===== src/rtl/mem_port_arbiter.sv =====
// mem_port_arbiter
//
// Shares one physical memory port between the instruction-side (i_*) and
// data-side (d_*) caches. One transaction is granted at a time. Ties are
// broken round-robin. The winner's command is latched on the grant edge, and
// the memory response strobe is steered back to the winner only.
//
// Ports:
//   clk, reset          clock, asynchronous active-high reset
//   i_read, i_write     instruction-side request strobes (held until i_resp)
//   i_address, i_wdata  instruction-side command
//   i_rdata, i_resp     instruction-side read data and completion pulse
//   d_*                 same set for the data side
//   mem_read/mem_write  downstream request strobes
//   mem_address/wdata   downstream command (from captured registers)
//   mem_rdata, mem_resp downstream read data and completion pulse

module mem_port_arbiter #(
    parameter int ADDR_W = 32,
    parameter int DATA_W = 256
) (
    input  logic              clk,
    input  logic              reset,

    input  logic              i_read,
    input  logic              i_write,
    input  logic [ADDR_W-1:0] i_address,
    input  logic [DATA_W-1:0] i_wdata,
    output logic [DATA_W-1:0] i_rdata,
    output logic              i_resp,

    input  logic              d_read,
    input  logic              d_write,
    input  logic [ADDR_W-1:0] d_address,
    input  logic [DATA_W-1:0] d_wdata,
    output logic [DATA_W-1:0] d_rdata,
    output logic              d_resp,

    output logic              mem_read,
    output logic              mem_write,
    output logic [ADDR_W-1:0] mem_address,
    output logic [DATA_W-1:0] mem_wdata,
    input  logic [DATA_W-1:0] mem_rdata,
    input  logic              mem_resp
);

    typedef enum logic [1:0] {
        IDLE    = 2'd0,
        GRANT_I = 2'd1,
        GRANT_D = 2'd2
    } state_t;

    state_t state;
    state_t next_state;

    // 1 when the data side received the most recent grant, 0 for instruction side.
    logic last_grant_d;

    // Command captured on the grant edge; the memory port is driven only from here.
    logic              op_write;
    logic [ADDR_W-1:0] addr_q;
    logic [DATA_W-1:0] wdata_q;

    logic i_pending;
    logic d_pending;
    logic grant_i;
    logic grant_d;

    assign i_pending = i_read | i_write;
    assign d_pending = d_read | d_write;

    // State register. The async reset forces IDLE immediately, which takes the
    // memory strobes down in the same cycle because they decode from state.
    always_ff @(posedge clk or posedge reset) begin
        if (reset) begin
            state <= IDLE;
        end else begin
            state <= next_state;
        end
    end

    // Next-state, grant decision and output decode.
    // Grants are only issued from IDLE, so every transaction is followed by at
    // least one IDLE cycle. That gap lets a requester drop its strobes after
    // its resp before it can be considered again.
    always_comb begin
        next_state = state;
        grant_i    = 1'b0;
        grant_d    = 1'b0;
        mem_read   = 1'b0;
        mem_write  = 1'b0;
        i_resp     = 1'b0;
        d_resp     = 1'b0;

        case (state)
            IDLE: begin
                if (i_pending && d_pending) begin
                    if (last_grant_d) begin
                        grant_i = 1'b1;
                    end else begin
                        grant_d = 1'b1;
                    end
                end else if (i_pending) begin
                    grant_i = 1'b1;
                end else if (d_pending) begin
                    grant_d = 1'b1;
                end

                if (grant_i) begin
                    next_state = GRANT_I;
                end else if (grant_d) begin
                    next_state = GRANT_D;
                end
            end

            GRANT_I: begin
                mem_read  = ~op_write;
                mem_write = op_write;
                i_resp    = mem_resp;
                if (mem_resp) begin
                    next_state = IDLE;
                end
            end

            GRANT_D: begin
                mem_read  = ~op_write;
                mem_write = op_write;
                d_resp    = mem_resp;
                if (mem_resp) begin
                    next_state = IDLE;
                end
            end

            default: begin
                next_state = IDLE;
            end
        endcase
    end

    // Command capture and round-robin history. Write takes priority when a
    // requester raises both strobes.
    always_ff @(posedge clk or posedge reset) begin
        if (reset) begin
            last_grant_d <= 1'b0;
            op_write     <= 1'b0;
            addr_q       <= '0;
            wdata_q      <= '0;
        end else if (grant_d) begin
            last_grant_d <= 1'b1;
            op_write     <= d_write;
            addr_q       <= d_address;
            wdata_q      <= d_wdata;
        end else if (grant_i) begin
            last_grant_d <= 1'b0;
            op_write     <= i_write;
            addr_q       <= i_address;
            wdata_q      <= i_wdata;
        end
    end

    assign mem_address = addr_q;
    assign mem_wdata   = wdata_q;

    // Read data goes to both sides unconditionally; only the resp strobes are steered.
    assign i_rdata = mem_rdata;
    assign d_rdata = mem_rdata;

endmodule


===== config.mk =====
export PLATFORM = sky130hd
export DESIGN_NAME = mem_port_arbiter
export DESIGN_NICKNAME = d
export VERILOG_FILES = /design/src/rtl/mem_port_arbiter.sv
export SDC_FILE = /design/constraint.sdc
export NUM_CORES = 1
export LEC_CHECK = 0
export BUFFER_PORTS_ARGS = -buffer_cell sky130_fd_sc_hd__clkbuf_2
export CORE_AREA = 2 2 643 645
export CTS_BUF_LIST = sky130_fd_sc_hd__clkbuf_4 sky130_fd_sc_hd__clkbuf_8 sky130_fd_sc_hd__clkbuf_16
export DETAILED_ROUTE_END_ITERATION = 12
export DIE_AREA = 0 0 645 647
export PLACE_DENSITY = 0.3
export SLEW_MARGIN = 20
export SYNTH_ARGS = -nofsm -noshare
export SYNTH_HDL_FRONTEND = slang
export SYNTH_SLANG_ARGS = --single-unit

===== constraint.sdc =====
create_clock -name clk -period 25.2 [get_ports clk]
set_input_delay 2.52 -clock clk [delete_from_list [all_inputs] [get_ports clk]]
set_output_delay 2.52 -clock clk [all_outputs]
set_load 0.05 [all_outputs]

# After elaboration in Yosys (flattened, before gate mapping)
# Index checks and enable logic that the tools add are counted.
# op_classes
n_eq_ne	4
mux	27
bitwise	3
n_reduce_logical	5
# ops
op	n
256-bit two-way mux	2
32-bit two-way mux	2
1-bit two-way mux	19
2-bit two-way mux	3
2-bit case mux with 2 select lines	1
3-bit != test, second input constant	1
2-bit by 1-bit == test with 1-bit output, second input constant	1
2-bit == test, second input constant	1
2-bit logical NOT	1
2-bit by 1-bit != test with 1-bit output, second input constant	1
1-bit bitwise OR	2
2-bit AND reduction	1
2-bit nonzero test	1
2-bit OR reduction	1
1-bit logical AND	1
1-bit NOT	1
# totals
ff_bits	292
output_inout_bits	804
elab_cells	44
input_bits	839

# Depth between registers and ports, before layout
# logic_depth
depth_word	8
ltp_mapped	9
depth_no_buf	5

# Worst setup path before layout
# Ideal clock, no wire load.
# synth_timing
path_type	input-to-output
from	in mem_resp
to	out d_resp
required_time_ns	22.680
n_path_buf	0
arrival_time_ns	2.932
setup_slack_ns	19.748
cell_stages	1
cell_sequence	and2_1
# synth_via
elab_chain_cells	1
# synth_lines
element	line	rtl
start, declared	44	input logic mem_resp
1-bit two-way mux	95	case (state)
end, declared	37	output logic d_resp,
# Every way passes these cells.

# Final worst setup path
# layout_timing
from	in mem_resp
to	out i_resp
# layout_via
elab_chain_cells	1
# layout_lines
element	line	rtl
1-bit two-way mux	95	
end, declared	30	output logic i_resp,
# Every way passes these cells.

==> results_dict.tcl <==
set metrics [dict create \
    final_util 0.0636 \
    wl_um 218000 \
    place_congestion 0.764 \
    ys_warn_count 0 \
    power.switching_w 0.00264 \
    num_io_pins 1643 \
    synthArstFlopShare 1.00 \
    port_buffers 874 \
    slew_viol_final 0 \
    first_pass_iters 7 \
    antenna_found_initial 67 \
    setup_tns_ns 0 \
    synth_top_cell_by_area "dfrtp_1" \
    drc 0 \
    syn_nets 2719 \
    leakage_nw 9.72 \
    first_global_vias 17208 \
    grt_pass1_wl_um 257000 \
    min_path_type "flip-flop to flip-flop" \
    fp.dieW_um 645 \
    h-tree-depth 2 \
    clock_latency_ns 0.69 \
    relSlewSlack 0.248 \
    maxCapViolations 0 \
    grt_max_degree 153 \
    post_cts_buffers 0 \
    irDropWorstVdd_v 0.0000917 \
    ys_ff_latch 292 \
    synth_area_sq_mm 0.0177 \
    area_growth_pct 47.6 \
    slowest_stage "clkbuf_2" \
    crit_type "input port to output pin" \
    ys.flop_type "dfrtp_1" \
    cp.arrival_ns 3.27 \
    row_count 236 \
    nets 2996 \
    via_count 17045 \
    gr-total-overflow 0 \
    wire_per_inst_um 28.4 \
    crit_fanout 3 \
    fin_crit_sh 0.230 \
    cp-end-kind "output pin" \
    cts_root_buffer "clkbuf_16" \
    die_y_um 647 \
    slowest_delay_ns 0.29 \
    max_freq_mhz 173 \
    cp.required_ns 22.68 \
    path_cells "clkbuf_2 > and2_1 > clkbuf_2" \
    synth_edf_count 0 \
    dieArea_sq_mm 0.417 \
    power.share.clock 0.147 \
    syn_inst 1877 \
    crit_top_cell "clkbuf_2" \
    cts_tree "built" \
    synth_top_cell_area_share 0.412 \
    ff_latch_area_sq_mm 0.00731 \
    p_per_area_mw_per_mm2 162 \
    finalSetupViolCount 0 \
    status "finished, final reports clean" \
    seq_power_share 0.208 \
    core_region_area_sq_mm 0.411 \
    cts_resized 0 \
    p_comb_frac 0.646 \
    gr-usage-met3 0.0855 \
    ys_seq_area_frac 0.412 \
    yosysMostFrequentCell "buf_4" \
    gr-usage-met1 0.0857 \
    internal-power_w 0.00160 \
    cts.sink_count 292 \
    busiest_layer "met2" \
    start_kind "input port" \
    fillers 48645 \
    viasPerCell 2.22 \
    yosys-top-cells-count "buf_4, dfrtp_1, a21oi_1, nor2_1, o21ai_0" \
    hpwlAfterDp_um 191000 \
    switching_share 0.623 \
    start_util 0.0431 \
    clk_path_buf_depth 3 \
    avgSynthCellArea_sq_um 9.44 \
    synth_area_leaders "dfrtp_1, buf_4, a221o_1" \
    grt_use_met2 0.162 \
    drive_gt1_frac 0.456 \
    min_period_ns 5.79 \
    synth_cell_types 28 \
    track_usage 0.0999 \
    fin_skew_ns 0.0447 \
    rsz0062_at_grt "no" \
    cts_buffers 42 \
    multi_input_area_sq_mm 0.00590 \
    antenna_left 0 \
    hold_buffers 0 \
    worst_slew_pin_slew_ns 1.13 \
    clk_pin_slew_worst_paths_ns 0.06 \
    hold_viol 0 \
    first_iter_violations 1451 \
]
==> layout by cell type, fill, tap and decap left out, types with 3 or more instances in the layout <==
master | synthesis | layout
clkbuf_2 | 1 | 874
dfrtp_1 | 292 | 292
a21oi_1 | 153 | 153
nor2_1 | 153 | 152
a41oi_1 | 151 | 151
o21ai_0 | 152 | 150
and2_1 | 141 | 141
a221o_1 | 138 | 138
clkbuf_16 | 0 | 42
buf_4 | 518 | 34
diode_2 | 0 | 31
clkbuf_4 | 0 | 12
clkbuf_8 | 0 | 8
inv_1 | 5 | 4
clkinv_2 | 0 | 4
inv_6 | 0 | 3
==> worst max-delay path: cells and delay by family <==
| family | cells | cell delay, ns |
|---|---|---|
| and+or+nand+nor | 1 | 0.19 |
| buffers and inverters | 2 | 0.54 |
==> power groups by stage <==
stage | Sequential, W | Combinational (W) | Clock, W
final | 0.000879 | 0.00273 | 0.000621
after global routing | 0.000908 | 0.00295 | 0.000669
after CTS | 0.000884 | 0.00286 | 0.000664
after floorplan | 0.00164 | 0.000972 | 0
after global placement | 0.000883 | 0.00286 | 0
after detailed placement | 0.000884 | 0.00286 | 0
==> sequential cells by signal, summed over array words and instances, names as in the netlist <==
| signal | flops |
|---|---|
| op_write | 1 |
| state | 2 |
| mem_wdata | 256 |
| last_grant_d | 1 |
| mem_address | 32 |
==> routing by layer <==
| layer | routed length, um | up-vias |
|---|---|---|
| li1 | - | 6815 |
| met1 | 63800 | 8381 |
| met2 | 101000 | 1478 |
| met3 | 40700 | 339 |
| met4 | 11700 | 32 |
| met5 | 592 | - |
==> worst paths after layout <==
| kind | start | end | slack [ns] | depth (start not counted) |
|---|---|---|---|---|
| setup / recovery | mem_resp | i_resp | 19.41 | 3 |
| hold / removal | mem_wdata[191] | mem_wdata[191] | 0.53 | 2 |
| setup reg to reg | state[1] | mem_wdata[157] | 21.67 | 7 |
| hold reg to reg | mem_wdata[191] | mem_wdata[191] | 0.53 | 2 |
| max in group asynchronous | reset | mem_wdata[190] | 20.53 | 5 |
| min in group asynchronous | reset | mem_wdata[49] | 1.91 | 2 |
==> area by class of cell <==
type                    count  area share
clock buffers              62      0.0478
repair buffers            909       0.178
clock inverters            12     0.00373
flip-flops and latches    292       0.279
well taps                5474       0.262
diodes                     31     0.00297
inverters                   5     0.00100
multi-input cells         904       0.226
==> kinds of logic (layout without fill, tap and decap cells) <==
family                   count (synthesis)  after routing  synth area share
AO/OA/AOI/OAI                          602            602             0.243
adder cells (fa/ha/maj)                  3              3           0.00212
buffers and inverters                  681            988             0.258
flip-flops                             292            292             0.412
multiplexers                             1              1          0.000635
other                                    0             31                 0
AND/OR/NAND/NOR                        298            298            0.0835
==> stage by stage <==
stage	power [W]	hold WS [ns]	cell area (sq um)	cells	setup WS, ns
floorplan	0.00261	0.509	17700	1877	14.62
global route	0.00453	0.541	26100	7684	19.38
global placement	0.00374	0.513	24700	7584	19.35
CTS	0.00441	0.530	26100	7658	19.37
detailed placement	0.00374	0.518	24700	7584	19.29
finish	0.00423	0.525	26200	7689	19.41
Power figures use the tool's default switching activity.
